[config.mk]
export PLATFORM = sky130hd
export DESIGN_NAME = bus_interconnect_flat
export DESIGN_NICKNAME = d
export VERILOG_FILES = /design/src/rtl/bus_pkg.sv /design/src/rtl/bus_interconnect_if.sv /design/src/rtl/bus_page_decoder.sv /design/src/rtl/bus_interconnect.sv /design/src/flat_wrapper.sv
export SDC_FILE = /design/constraint.sdc
export NUM_CORES = 1
export LEC_CHECK = 0
export CELL_PAD_IN_SITES_DETAIL_PLACEMENT = 1
export CELL_PAD_IN_SITES_GLOBAL_PLACEMENT = 1
export CORE_ASPECT_RATIO = 0.9
export CORE_MARGIN = 4
export CORE_UTILIZATION = 26
export CTS_CLUSTER_DIAMETER = 120
export DETAILED_ROUTE_END_ITERATION = 12
export HOLD_SLACK_MARGIN = 0.03
export PLACE_DENSITY_LB_ADDON = 0.3
export REMOVE_ABC_BUFFERS = 1
export SYNTH_ARGS = -nofsm -noshare
export SYNTH_HDL_FRONTEND = slang
export SYNTH_HIERARCHICAL = 1
export SYNTH_SLANG_ARGS = --single-unit
[constraint.sdc]
create_clock -name clk -period 4.7 [get_ports clk]
set_input_delay 0.705 -clock clk [delete_from_list [all_inputs] [get_ports clk]]
set_output_delay 0.705 -clock clk [all_outputs]
set_load 0.02 [all_outputs]
[src/rtl/bus_pkg.sv]
// rtl/bus_pkg.sv - shared types, constants and width helpers for the bus fabric
//
// Contents:
//   bus_state_t      : transaction FSM states
//   DEFAULT_ERR_DATA : read data returned on unmapped/aborted accesses
//   slot_idx_w()     : width of a slot index for n slots
//   wdog_cnt_w()     : width of a watchdog counter able to hold the value t
package bus_pkg;

    typedef enum logic [1:0] {
        IDLE    = 2'd0,
        RD_WAIT = 2'd1,
        WR_WAIT = 2'd2,
        ERR_RSP = 2'd3
    } bus_state_t;

    localparam logic [31:0] DEFAULT_ERR_DATA = 32'h6666_6666;

    function automatic int slot_idx_w(input int n);
        return (n <= 2) ? 1 : $clog2(n);
    endfunction

    function automatic int wdog_cnt_w(input int t);
        return (t <= 1) ? 1 : $clog2(t + 1);
    endfunction

endpackage

[src/rtl/bus_interconnect_if.sv]
// rtl/bus_interconnect_if.sv - CPU-side and slot-side bus signals of the fabric
//
// Signals:
//   m_addr/m_rstrb/m_wmask   : CPU request (write data routed elsewhere)
//   m_rdata/m_rbusy/m_wbusy  : response to the CPU
//   s_rstrb/s_wmask          : per-slot strobes, slot k at bit k / [4k+3:4k]
//   s_rdata/s_rbusy/s_wbusy  : per-slot responses, slot k data at [32k+31:32k]
// Modports:
//   master : the environment (CPU plus slot targets) driving the fabric
//   slave  : the fabric itself
interface bus_interconnect_if #(
    parameter int NUM_SLAVES = 6
);
    logic [31:0]              m_addr;
    logic                     m_rstrb;
    logic [3:0]               m_wmask;
    logic [31:0]              m_rdata;
    logic                     m_rbusy;
    logic                     m_wbusy;
    logic [NUM_SLAVES-1:0]    s_rstrb;
    logic [4*NUM_SLAVES-1:0]  s_wmask;
    logic [32*NUM_SLAVES-1:0] s_rdata;
    logic [NUM_SLAVES-1:0]    s_rbusy;
    logic [NUM_SLAVES-1:0]    s_wbusy;

    modport master (
        output m_addr, m_rstrb, m_wmask, s_rdata, s_rbusy, s_wbusy,
        input  m_rdata, m_rbusy, m_wbusy, s_rstrb, s_wmask
    );

    modport slave (
        input  m_addr, m_rstrb, m_wmask, s_rdata, s_rbusy, s_wbusy,
        output m_rdata, m_rbusy, m_wbusy, s_rstrb, s_wmask
    );

endinterface

[src/rtl/bus_page_decoder.sv]
// rtl/bus_page_decoder.sv - combinational page decode of a CPU address into a slot
//
// Ports:
//   addr       in  32          CPU address
//   sel_onehot out NUM_SLAVES  one-hot selected slot, all zero when unmapped
//   sel_idx    out idx width   selected slot index (0 when unmapped)
//   unmapped   out 1           address lies in the I/O window but has no slot
module bus_page_decoder
    import bus_pkg::*;
#(
    parameter int          PAGE_SHIFT = 16,
    parameter int unsigned BASE_PAGE  = 'h0040,
    parameter int unsigned IO_PAGES   = 8,
    parameter int          NUM_SLAVES = 6
) (
    input  logic [31:0]                        addr,
    output logic [NUM_SLAVES-1:0]              sel_onehot,
    output logic [slot_idx_w(NUM_SLAVES)-1:0]  sel_idx,
    output logic                               unmapped
);
    localparam int IDX_W = slot_idx_w(NUM_SLAVES);

    // 33-bit arithmetic so the window bounds never wrap.
    localparam logic [32:0] WIN_LO   = 33'(BASE_PAGE);
    localparam logic [32:0] WIN_HI   = 33'(BASE_PAGE) + 33'(IO_PAGES);
    localparam logic [32:0] IO_SLOTS = 33'(NUM_SLAVES - 1);

    logic [32:0] page;
    logic [32:0] k;
    logic        in_window;

    always_comb begin
        page      = {1'b0, addr >> PAGE_SHIFT};
        k         = page - WIN_LO;
        in_window = (page >= WIN_LO) && (page < WIN_HI);
        unmapped  = in_window && (k >= IO_SLOTS);

        sel_idx = '0;
        if (in_window && !unmapped) begin
            sel_idx = IDX_W'(k + 33'd1);
        end

        sel_onehot = '0;
        if (!unmapped) begin
            sel_onehot[sel_idx] = 1'b1;
        end
    end

endmodule

[src/rtl/bus_interconnect.sv]
// rtl/bus_interconnect.sv - single-master page-decoded bus fabric with watchdog and error log
//
// Ports:
//   clk       in  1   system clock
//   rst       in  1   synchronous active-high reset
//   bus       slave modport of bus_interconnect_if (CPU and per-slot signals)
//   err_valid out 1   sticky error flag
//   err_addr  out 32  address of the first uncleared error
//   err_clr   in  1   clears err_valid/err_addr (a coincident new error wins)
module bus_interconnect
    import bus_pkg::*;
#(
    parameter int          NUM_SLAVES = 6,
    parameter int          PAGE_SHIFT = 16,
    parameter int unsigned BASE_PAGE  = 'h0040,
    parameter int unsigned IO_PAGES   = 8,
    parameter int unsigned TIMEOUT    = 16,
    parameter logic [31:0] ERR_DATA   = DEFAULT_ERR_DATA
) (
    input  logic                    clk,
    input  logic                    rst,
    bus_interconnect_if.slave       bus,
    output logic                    err_valid,
    output logic [31:0]             err_addr,
    input  logic                    err_clr
);
    localparam int IDX_W = slot_idx_w(NUM_SLAVES);
    localparam int CNT_W = wdog_cnt_w(int'(TIMEOUT));
    localparam logic [CNT_W-1:0] CNT_MAX = CNT_W'(TIMEOUT);

    logic [NUM_SLAVES-1:0] sel_onehot;
    logic [IDX_W-1:0]      sel_idx;
    logic                  unmapped;

    bus_page_decoder #(
        .PAGE_SHIFT (PAGE_SHIFT),
        .BASE_PAGE  (BASE_PAGE),
        .IO_PAGES   (IO_PAGES),
        .NUM_SLAVES (NUM_SLAVES)
    ) u_decoder (
        .addr       (bus.m_addr),
        .sel_onehot (sel_onehot),
        .sel_idx    (sel_idx),
        .unmapped   (unmapped)
    );

    bus_state_t            state;
    bus_state_t            state_nxt;
    logic [IDX_W-1:0]      sel_q;
    logic [31:0]           addr_q;
    logic [CNT_W-1:0]      wd_cnt;

    logic                  rd_req;
    logic                  wr_req;
    logic                  any_req;
    logic                  in_wait;
    logic                  slot_busy;
    logic                  abort;
    logic                  err_set;
    logic [31:0]           err_set_addr;
    logic [NUM_SLAVES-1:0] rstrb_vec;
    logic [4*NUM_SLAVES-1:0] wmask_vec;

    assign rd_req    = bus.m_rstrb;
    assign wr_req    = |bus.m_wmask;
    assign any_req   = rd_req | wr_req;
    assign in_wait   = (state == RD_WAIT) || (state == WR_WAIT);
    assign slot_busy = (state == RD_WAIT) ? bus.s_rbusy[sel_q] : bus.s_wbusy[sel_q];
    // The watchdog fires on the busy cycle after TIMEOUT busy cycles have been counted.
    assign abort     = (TIMEOUT != 0) && in_wait && slot_busy && (wd_cnt == CNT_MAX);

    // State register
    always_ff @(posedge clk) begin
        if (rst) begin
            state <= IDLE;
        end else begin
            state <= state_nxt;
        end
    end

    // Next-state logic; a simultaneous read+write is treated as a write.
    always_comb begin
        state_nxt = state;
        case (state)
            IDLE: begin
                if (any_req) begin
                    if (unmapped)    state_nxt = ERR_RSP;
                    else if (wr_req) state_nxt = WR_WAIT;
                    else             state_nxt = RD_WAIT;
                end
            end
            RD_WAIT: if (!bus.s_rbusy[sel_q] || abort) state_nxt = IDLE;
            WR_WAIT: if (!bus.s_wbusy[sel_q] || abort) state_nxt = IDLE;
            ERR_RSP: state_nxt = IDLE;
            default: state_nxt = IDLE;
        endcase
    end

    // Output logic
    always_comb begin
        rstrb_vec   = '0;
        wmask_vec   = '0;
        bus.m_rbusy = 1'b0;
        bus.m_wbusy = 1'b0;
        bus.m_rdata = bus.s_rdata[32*int'(sel_q) +: 32];
        if (rst) begin
            bus.m_rdata = bus.s_rdata[31:0];
        end else begin
            case (state)
                IDLE: begin
                    if (!unmapped) begin
                        if (wr_req)      wmask_vec[4*int'(sel_idx) +: 4] = bus.m_wmask;
                        else if (rd_req) rstrb_vec = sel_onehot;
                    end
                end
                RD_WAIT: begin
                    bus.m_rbusy = bus.s_rbusy[sel_q] && !abort;
                    if (abort) bus.m_rdata = ERR_DATA;
                end
                WR_WAIT: begin
                    bus.m_wbusy = bus.s_wbusy[sel_q] && !abort;
                    if (abort) bus.m_rdata = ERR_DATA;
                end
                ERR_RSP: bus.m_rdata = ERR_DATA;
                default: ;
            endcase
        end
        bus.s_rstrb = rstrb_vec;
        bus.s_wmask = wmask_vec;
    end

    // Selected-slot latch and watchdog counter
    always_ff @(posedge clk) begin
        if (rst) begin
            sel_q  <= '0;
            addr_q <= '0;
            wd_cnt <= '0;
        end else if (state == IDLE && any_req && !unmapped) begin
            sel_q  <= sel_idx;
            addr_q <= bus.m_addr;
            wd_cnt <= '0;
        end else if (in_wait && slot_busy && wd_cnt != CNT_MAX) begin
            wd_cnt <= wd_cnt + CNT_W'(1);
        end
    end

    // Error sources: watchdog abort (reports the stalled address), unmapped or
    // colliding requests in IDLE, and any request arriving outside IDLE.
    always_comb begin
        err_set      = 1'b0;
        err_set_addr = bus.m_addr;
        if (abort) begin
            err_set      = 1'b1;
            err_set_addr = addr_q;
        end else if (state == IDLE) begin
            err_set = any_req && (unmapped || (rd_req && wr_req));
        end else begin
            err_set = any_req;
        end
    end

    // Sticky error register: first address kept until cleared.
    always_ff @(posedge clk) begin
        if (rst) begin
            err_valid <= 1'b0;
            err_addr  <= '0;
        end else if (err_set && (!err_valid || err_clr)) begin
            err_valid <= 1'b1;
            err_addr  <= err_set_addr;
        end else if (err_clr) begin
            err_valid <= 1'b0;
            err_addr  <= '0;
        end
    end

endmodule

[src/flat_wrapper.sv]
// flat-port wrapper written by rule: the top's interface ports become plain ports
module bus_interconnect_flat import bus_pkg::*;
#(
    parameter int          NUM_SLAVES = 6,
    parameter int          PAGE_SHIFT = 16,
    parameter int unsigned BASE_PAGE  = 'h0040,
    parameter int unsigned IO_PAGES   = 8,
    parameter int unsigned TIMEOUT    = 16,
    parameter logic [31:0] ERR_DATA   = DEFAULT_ERR_DATA
)
  (clk, rst, err_valid, err_addr, err_clr, bus_m_addr, bus_m_rstrb, bus_m_wmask, bus_s_rdata, bus_s_rbusy, bus_s_wbusy, bus_m_rdata, bus_m_rbusy, bus_m_wbusy, bus_s_rstrb, bus_s_wmask);
  bus_interconnect_if #(.NUM_SLAVES(NUM_SLAVES)) bus_i ();
  input  logic clk;
  input  logic rst;
  output logic err_valid;
  output logic [31:0] err_addr;
  input  logic err_clr;
  input wire logic [$bits(bus_i.m_addr)-1:0] bus_m_addr;
  input wire logic [$bits(bus_i.m_rstrb)-1:0] bus_m_rstrb;
  input wire logic [$bits(bus_i.m_wmask)-1:0] bus_m_wmask;
  input wire logic [$bits(bus_i.s_rdata)-1:0] bus_s_rdata;
  input wire logic [$bits(bus_i.s_rbusy)-1:0] bus_s_rbusy;
  input wire logic [$bits(bus_i.s_wbusy)-1:0] bus_s_wbusy;
  output wire logic [$bits(bus_i.m_rdata)-1:0] bus_m_rdata;
  output wire logic [$bits(bus_i.m_rbusy)-1:0] bus_m_rbusy;
  output wire logic [$bits(bus_i.m_wbusy)-1:0] bus_m_wbusy;
  output wire logic [$bits(bus_i.s_rstrb)-1:0] bus_s_rstrb;
  output wire logic [$bits(bus_i.s_wmask)-1:0] bus_s_wmask;
  assign bus_i.m_addr = bus_m_addr;
  assign bus_i.m_rstrb = bus_m_rstrb;
  assign bus_i.m_wmask = bus_m_wmask;
  assign bus_i.s_rdata = bus_s_rdata;
  assign bus_i.s_rbusy = bus_s_rbusy;
  assign bus_i.s_wbusy = bus_s_wbusy;
  assign bus_m_rdata = bus_i.m_rdata;
  assign bus_m_rbusy = bus_i.m_rbusy;
  assign bus_m_wbusy = bus_i.m_wbusy;
  assign bus_s_rstrb = bus_i.s_rstrb;
  assign bus_s_wmask = bus_i.s_wmask;
  bus_interconnect #(.NUM_SLAVES(NUM_SLAVES), .PAGE_SHIFT(PAGE_SHIFT), .BASE_PAGE(BASE_PAGE), .IO_PAGES(IO_PAGES), .TIMEOUT(TIMEOUT), .ERR_DATA(ERR_DATA)) u_core (.clk(clk), .rst(rst), .bus(bus_i), .err_valid(err_valid), .err_addr(err_addr), .err_clr(err_clr));
endmodule
# Word-level counts from Yosys, hierarchy flattened

Index checks and enable logic that the tools add are counted.

Add/subtract/negate cells: 4
Order comparisons: 6
Equal/unequal tests: 8
Shift operators: 3
Muxes and demuxes: 37
Bitwise logic cells: 2
Reduce and logical (&&, ||, !) cells: 30

Operator list:

| kind                                                                | number |
|---|---|
| variable part select 192 x 9 -> 32 bit                              | 1 |
| 2-to-1 mux 32 bit                                                   | 5 |
| 2-to-1 mux 24 bit                                                   | 4 |
| case mux 32 bit (2 select lines)                                    | 1 |
| greater-or-equal comparator 33 x 3 -> 1 bit (second input constant) | 1 |
| negator 5 -> 33 bit                                                 | 1 |
| variable shift 4 x 33 -> 24 bit (first input constant)              | 1 |
| variable part select 4 x 33 -> 24 bit                               | 1 |
| 2-to-1 mux 6 bit                                                    | 5 |
| AND 24 bit                                                          | 1 |
| subtractor 16 x 7 -> 17 bit (second input constant)                 | 1 |
| greater-or-equal comparator 16 x 7 -> 1 bit (second input constant) | 1 |
| less-than comparator 16 x 7 -> 1 bit (second input constant)        | 1 |
| logical AND 1 bit                                                   | 14 |
| 2-to-1 mux 1 bit                                                    | 12 |
| 2-to-1 mux 2 bit                                                    | 5 |
| less-than comparator 3 x 4 -> 1 bit (second input constant)         | 2 |
| case mux 2 bit (4 select lines)                                     | 1 |
| binary-select mux 1 bit (select 3 bit)                              | 2 |
| adder 5 x 1 -> 5 bit (second input constant)                        | 1 |
| equality test 5 bit (second input constant)                         | 1 |
| logical NOT 1 bit                                                   | 5 |
| logical OR 1 bit                                                    | 5 |
| inequality test 5 bit (second input constant)                       | 1 |
| 14 further kinds                                                    | 17 |

Register bits after elaboration: 75

# Logic depth before layout (Yosys ltp)

Depth after elaboration: 15
Depth in mapped cells: 14

# By module

The synthesis kept the hierarchy.

Modules (own cells, without submodules):

| module           | instances | cells an instance | area an instance (µm²) | sequential area each (µm²) |
|---|---|---|---|---|
| bus_interconnect | 1         | 701               | 6134.6                 | 1501.4 |
| bus_page_decoder | 1         | 51                | 362.8                  | 0.0 |

# Worst setup path before layout

No wires, ideal clock.

Kind: input port to output port
Start point: in bus_m_addr[27]
End point: out bus_s_wmask[0]
Data arrival time: 4.135 ns
Required time: 3.995 ns
Setup slack: -0.140 ns
Stages on the path: 12
Path through: or4b_1 -> or4_4 -> a2111oi_4 -> o21ai_2 -> nor3_1 -> inv_1 -> ha_1 -> ha_1 -> clkbuf_1 -> nor2_1 -> nand4_1 -> nor4_1

Cells in the longest elaborated chain, start to end: 13
Elaborated cells on any way between the ends: 17
Classes of those cells: 2 x add/sub; 3 x order compare; 2 x shift; 5 x mux; 1 x bitwise; 4 x reduce/logical

RTL lines:

| what                                                                                            | line                                           | text |
|---|---|---|
| from (decl)                                                                                     | flat_wrapper.sv:18                             | `input wire logic [$bits(bus_i.m_addr)-1:0] bus_m_addr;` |
| subtractor 16 x 7 -> 17 bit (tied with other cells)                                             | bus_page_decoder.sv:34                         | `k = page - WIN_LO;` |
| greater-or-equal comparator 33 x 3 -> 1 bit / logical AND 1 bit (equally long branches)         | bus_page_decoder.sv:36, bus_page_decoder.sv:35 |  |
| logical AND 1 bit                                                                               | bus_page_decoder.sv:36                         | `unmapped = in_window && (k >= IO_SLOTS);` |
| logical NOT 1 bit                                                                               | n/a                                            |  |
| logical AND 1 bit *                                                                             | bus_page_decoder.sv:39                         | `if (in_window && !unmapped) begin` |
| 2-to-1 mux 3 bit *                                                                              | bus_page_decoder.sv:39                         |  |
| named net u_core.sel_idx[0]                                                                     | bus_interconnect.sv:32                         | `logic [IDX_W-1:0] sel_idx;` |
| negator 5 -> 33 bit *                                                                           | bus_interconnect.sv:112                        | `if (wr_req) wmask_vec[4*int'(sel_idx) +: 4] = bus.m_wmask;` |
| variable part select 4 x 33 -> 24 bit / variable shift 4 x 33 -> 24 bit (equally long branches) | bus_interconnect.sv:112                        |  |
| AND 24 bit (no line) *                                                                          | n/a                                            |  |
| 2-to-1 mux 24 bit *                                                                             | bus_interconnect.sv:112                        |  |
| 2-to-1 mux 24 bit *                                                                             | bus_interconnect.sv:111                        | `if (!unmapped) begin` |
| 2-to-1 mux 24 bit *                                                                             | bus_interconnect.sv:109                        | `case (state)` |
| 2-to-1 mux 24 bit *                                                                             | bus_interconnect.sv:106                        | `if (rst) begin` |
| to (decl)                                                                                       | flat_wrapper.sv:28                             | `output wire logic [$bits(bus_i.s_wmask)-1:0] bus_s_wmask;` |

The timed path passes the listed nets; every way through them passes the cells marked *.

# Final worst setup path

Start point: in bus_m_addr[27]
End point: out bus_s_wmask[19]

Same word-level chain as after synthesis.

==> load_flow_metrics.sql <==
INSERT INTO impl_metrics (metric_group, metric, value, unit) VALUES
('logic_synthesis', 'synth.distinct_cells', '67', ''),
('final_layout', 'mostFrequentLayoutCell', 'sky130_fd_sc_hd__clkdlybuf4s50_1', ''),
('clock_tree', 'clock_tree_from_tritoncts', 'yes', ''),
('drt', 'drt_wl_total', '31.3', 'mm'),
('drt', 'met1Wirelength', '13.4', 'mm'),
('logic_synthesis', 'synth_ff_type', 'sky130_fd_sc_hd__dfxtp_1', ''),
('status', 'status', 'finished clean', ''),
('floorplanning', 'initial_core_util', '0.266', ''),
('place', 'portbufs', '340', ''),
('critical_path', 'setup.worst_path.class', 'in -> out', ''),
('global_routing', 'via_count_of_the_first_global_routing_pass', '7993', ''),
('timing', 'final_hold_violation_count', '0', ''),
('drt', 'drt_iter0_drc', '385', ''),
('timing', 'worst_skew', '0.00486', 'ns'),
('final_layout', 'nets', '1360', ''),
('global_routing', 'grt-ovfl-total', '0', ''),
('power_and_ir_drop', 'vdd.ir_drop.worst', '0.199', 'mV'),
('floorplanning', 'die_area', '0.0276', 'sq mm'),
('clock_tree', 'cts_num_sinks', '75', ''),
('drt', 'routedWlPerCell', '21.6', 'microns'),
('final_layout', 'final_cell_count_no_fill', '1444', ''),
('critical_path', 'worstPathArrival', '3.89', 'ns'),
('floorplanning', 'die_y', '158', 'microns'),
('global_routing', 'antenna_found_initial', '1', ''),
('logic_synthesis', 'synth.cell_area', '0.00650', 'sq mm'),
('critical_path', 'slowest_stage', 'sky130_fd_sc_hd__or4b_4', ''),
('floorplanning', 'boundaryPins', '341', ''),
('logic_synthesis', 'synth.ff_latch_count', '75', ''),
('drt', 'remaining_drc_errors', '0', ''),
('clock_tree', 'cts_buffers', '9', ''),
('drt', 'maxUsedRoutingLayer', 'met4', ''),
('drt', 'routed-via-count', '7535', ''),
('floorplanning', 'core', '0.0244', 'sq mm'),
('final_layout', 'layout-area-overhead-vs-synth', '69.4', '%'),
('drt', 'routed_via_density', '5.22', ''),
('timing', 'worst_slew_pin_slew', '1.04', 'ns'),
('clock_tree', 'cts.clk_slew.worst_paths', '0.06', 'ns'),
('global_routing', 'grt_first_pass_wirelength', '46.4', 'mm'),
('timing', 'slew-limit-headroom', '0.304', ''),
('critical_path', 'slowest_delay', '0.54', 'ns'),
('global_routing', 'grt_max_degree', '52', ''),
('run', 'max-cap-violations', '0', ''),
('drt', 'routed-wl-met2', '15.9', 'mm'),
('timing', 'final_period_minus_worst_setup_slack', '4.60', 'ns'),
('place', 'placed_cells', '1419', ''),
('final_layout', 'most-common-layout-cells', 'sky130_fd_sc_hd__clkdlybuf4s50_1 (304), sky130_fd_sc_hd__nand2_1 (89), sky130_fd_sc_hd__dfxtp_1 (73)', ''),
('drt', 'met3WireLength', '1.35', 'mm'),
('final_layout', 'final_layout_size_suffix_gt1_frac', '0.241', ''),
('critical_path', 'maximum_fanout_count_along_the_critical_path', '5', ''),
('timing', 'slew_violations', '0', ''),
('logic_synthesis', 'synth-async-reset-ratio', '0', ''),
('clock_tree', 'cts_htree_levels', '3', ''),
('logic_synthesis', 'synth_warnings', '6', ''),
('floorplanning', 'core.rowCount', '54', ''),
('timing', 'final_min_period_over_clock_period', '0.978', ''),
('global_routing', 'gr-usage-all-layers', '0.211', ''),
('critical_path', 'startpoint_type', 'primary input', ''),
('final_layout', 'filler_cell_count', '2800', ''),
('timing', 'setup_viol', '0', ''),
('worst_hold_path', 'hold_path.class', 'reg -> reg', ''),
('power_and_ir_drop', 'cellPowerDensity', '211', 'mW/mm^2'),
('clock_tree', 'clk_path_buf_depth', '2', ''),
('clock_tree', 'number_of_buffers_inserted_by_hold_repair_at_cts', '0', ''),
('place', 'place_hpwl', '23.2', 'mm'),
('logic_synthesis', 'synth-edff-count', '0', ''),
('power_and_ir_drop', 'design_power_total', '0.00232', 'W'),
('critical_path', 'path_cells', 'buf_2 -> or4b_4 -> or4_4 -> a2111oi_4 -> o21ai_4 -> nor3_4 -> inv_1 -> ha_4 -> ha_4 -> nor4_4 -> and4bb_2 -> buf_6 -> nand2_2 -> nor2_2 -> buf_6', ''),
('logic_synthesis', 'ys_seq_area_frac', '0.231', ''),
('drt', 'drt_pass1_iterations', '6', ''),
('critical_path', 'required', '3.99', 'ns'),
('logic_synthesis', 'avgSynthCellArea', '8.64', 'sq um'),
('clock_tree', 'clock_tree.root_cell', 'sky130_fd_sc_hd__clkbuf_16', ''),
('clock_tree', 'clock_latency', '0.34', 'ns'),
('floorplanning', 'dieWidth', '175', 'microns'),
('power_and_ir_drop', 'power.static_leakage', '3.90', 'nW'),
('timing', 'achievable-frequency', '0.218', 'GHz'),
('critical_path', 'worst_setup_ep_type', 'output pin', ''),
('place', 'routabilityCongestion', '0.821', ''),
('drt', 'antenna_left', '0', ''),
('logic_synthesis', 'synth_instances', '752', '');
-- layout make-up --
type                            count  area, sq um  area share
Antenna cell                        2         5.00    0.000455
Clock buffer                       10          229      0.0208
Clock inverter                      6         65.1     0.00591
Inverter                           24         90.1     0.00819
Multi-Input combinational cell    580         4750       0.432
Sequential cell                    75         1510       0.137
Tap cell                          336          420      0.0382
Timing Repair Buffer              411         3940       0.358
-- synth_stat cells, types with 2 or more instances --
| cell | number | share of area |
|---|---|---|
| sky130_fd_sc_hd__buf_1 | 5 | 0.0029 |
| sky130_fd_sc_hd__a221oi_1 | 14 | 0.019 |
| sky130_fd_sc_hd__nor3_1 | 29 | 0.022 |
| sky130_fd_sc_hd__o31a_1 | 2 | 0.0027 |
| sky130_fd_sc_hd__dfxtp_1 | 75 | 0.23 |
| sky130_fd_sc_hd__mux2i_1 | 2 | 0.0031 |
| sky130_fd_sc_hd__xnor2_1 | 2 | 0.0027 |
| sky130_fd_sc_hd__and2_1 | 13 | 0.013 |
| sky130_fd_sc_hd__and3_1 | 5 | 0.0048 |
| sky130_fd_sc_hd__and4bb_2 | 2 | 0.0039 |
| sky130_fd_sc_hd__inv_1 | 23 | 0.013 |
| sky130_fd_sc_hd__a21oi_1 | 42 | 0.032 |
| sky130_fd_sc_hd__a22oi_1 | 15 | 0.017 |
| sky130_fd_sc_hd__o31ai_1 | 2 | 0.0023 |
| sky130_fd_sc_hd__mux2_2 | 40 | 0.069 |
| sky130_fd_sc_hd__clkbuf_1 | 44 | 0.025 |
| sky130_fd_sc_hd__a2111oi_2 | 31 | 0.072 |
| sky130_fd_sc_hd__nand2_1 | 90 | 0.052 |
| sky130_fd_sc_hd__or3_1 | 5 | 0.0048 |
| sky130_fd_sc_hd__a21boi_0 | 2 | 0.0023 |
| sky130_fd_sc_hd__o2111ai_1 | 2 | 0.0027 |
| sky130_fd_sc_hd__nor4_1 | 74 | 0.071 |
| sky130_fd_sc_hd__nor2_1 | 51 | 0.029 |
| sky130_fd_sc_hd__buf_4 | 3 | 0.0035 |
| sky130_fd_sc_hd__nand2b_1 | 35 | 0.034 |
| sky130_fd_sc_hd__mux4_2 | 32 | 0.11 |
| sky130_fd_sc_hd__ha_1 | 15 | 0.029 |
| sky130_fd_sc_hd__o21ai_0 | 6 | 0.0046 |
| sky130_fd_sc_hd__nand4_1 | 5 | 0.0048 |
| sky130_fd_sc_hd__o21a_1 | 2 | 0.0023 |
| sky130_fd_sc_hd__or4_4 | 2 | 0.0035 |
| sky130_fd_sc_hd__nor2b_1 | 7 | 0.0067 |
| sky130_fd_sc_hd__a211oi_1 | 16 | 0.018 |
| sky130_fd_sc_hd__a221o_1 | 2 | 0.0031 |
| sky130_fd_sc_hd__buf_2 | 15 | 0.012 |
| sky130_fd_sc_hd__buf_6 | 6 | 0.010 |
| sky130_fd_sc_hd__o211ai_1 | 5 | 0.0058 |
| sky130_fd_sc_hd__nor3b_1 | 2 | 0.0023 |
-- flip-flops by register name (all words and copies together) (netlist names) --
signal / count
u_core/sel_q: 3
u_core/err_valid: 1
u_core/err_addr: 32
u_core/state: 2
u_core/addr_q: 32
u_core/wd_cnt: 5
-- final timing paths --
path	startpoint	endpoint	slack [ns]	depth (start not counted)
min	u_core/addr_q[16]	u_core/addr_q[16]	0.46	2
max	bus_m_addr[27]	bus_s_wmask[19]	0.10	15
min reg2reg	u_core/addr_q[16]	u_core/addr_q[16]	0.46	2
max reg2reg	u_core/state[1]	u_core/err_addr[0]	1.56	8
-- what timing repair did --
item                                    in CTS  in global routing
pin swaps                                   11                 10
endpoints found under the setup margin      30                 30
gates resized for setup                    172                 15
setup buffers                                7                  1
endpoints found under the hold margin        0                  0
-- power by group --
part | leakage (nW) | switching (W) | internal, W
Combinational | 3.13 | 0.000426 | 0.000468
Clock | 0.143 | 0.000285 | 0.000412
Sequential | 0.621 | 0.0000339 | 0.000695
-- cell families after synthesis --
logic type,share of synthesized area
multiplexers,0.183
AND/OR/NAND/NOR,0.269
XOR/XNOR,0.00270
adder cells (fa/ha/maj),0.0306
flip-flops,0.231
buffers and inverters,0.0676
AO/OA/AOI/OAI,0.215
-- through the flow --
step | utilization | setup slack (ns) | area [sq um] | TNS, ns | hold slack [ns]
6_report | 0.451 | 0.104 | 11000 | 0 | 0.456
5_1_grt | 0.451 | -0.0384 | 11000 | -0.0404 | 0.478
4_1_cts | 0.449 | -0.0577 | 11000 | -0.270 | 0.458
3_5_place_dp | 0.432 | -1.02 | 10500 | -22.32 | 0.448
3_3_place_gp | 0.432 | -0.857 | 10500 | -18.95 | 0.442
2_1_floorplan | - | -0.860 | 6150 | -15.47 | 0.430
-- metal layers --
layer	vias up	GRT usage
met3	31	0.0370
met2	190	0.370
met4	0	0.0557
met5	-	0
met1	3718	0.270
li1	3596	-
-- worst max-delay path, delay by kind of cell --
family          cells  cell delay (ns)
simple gates        7             1.88
compound gates      2             0.47
buf+inv             4             0.46
fa+ha+maj           2             0.36
Power figures use the tool's default switching activity.
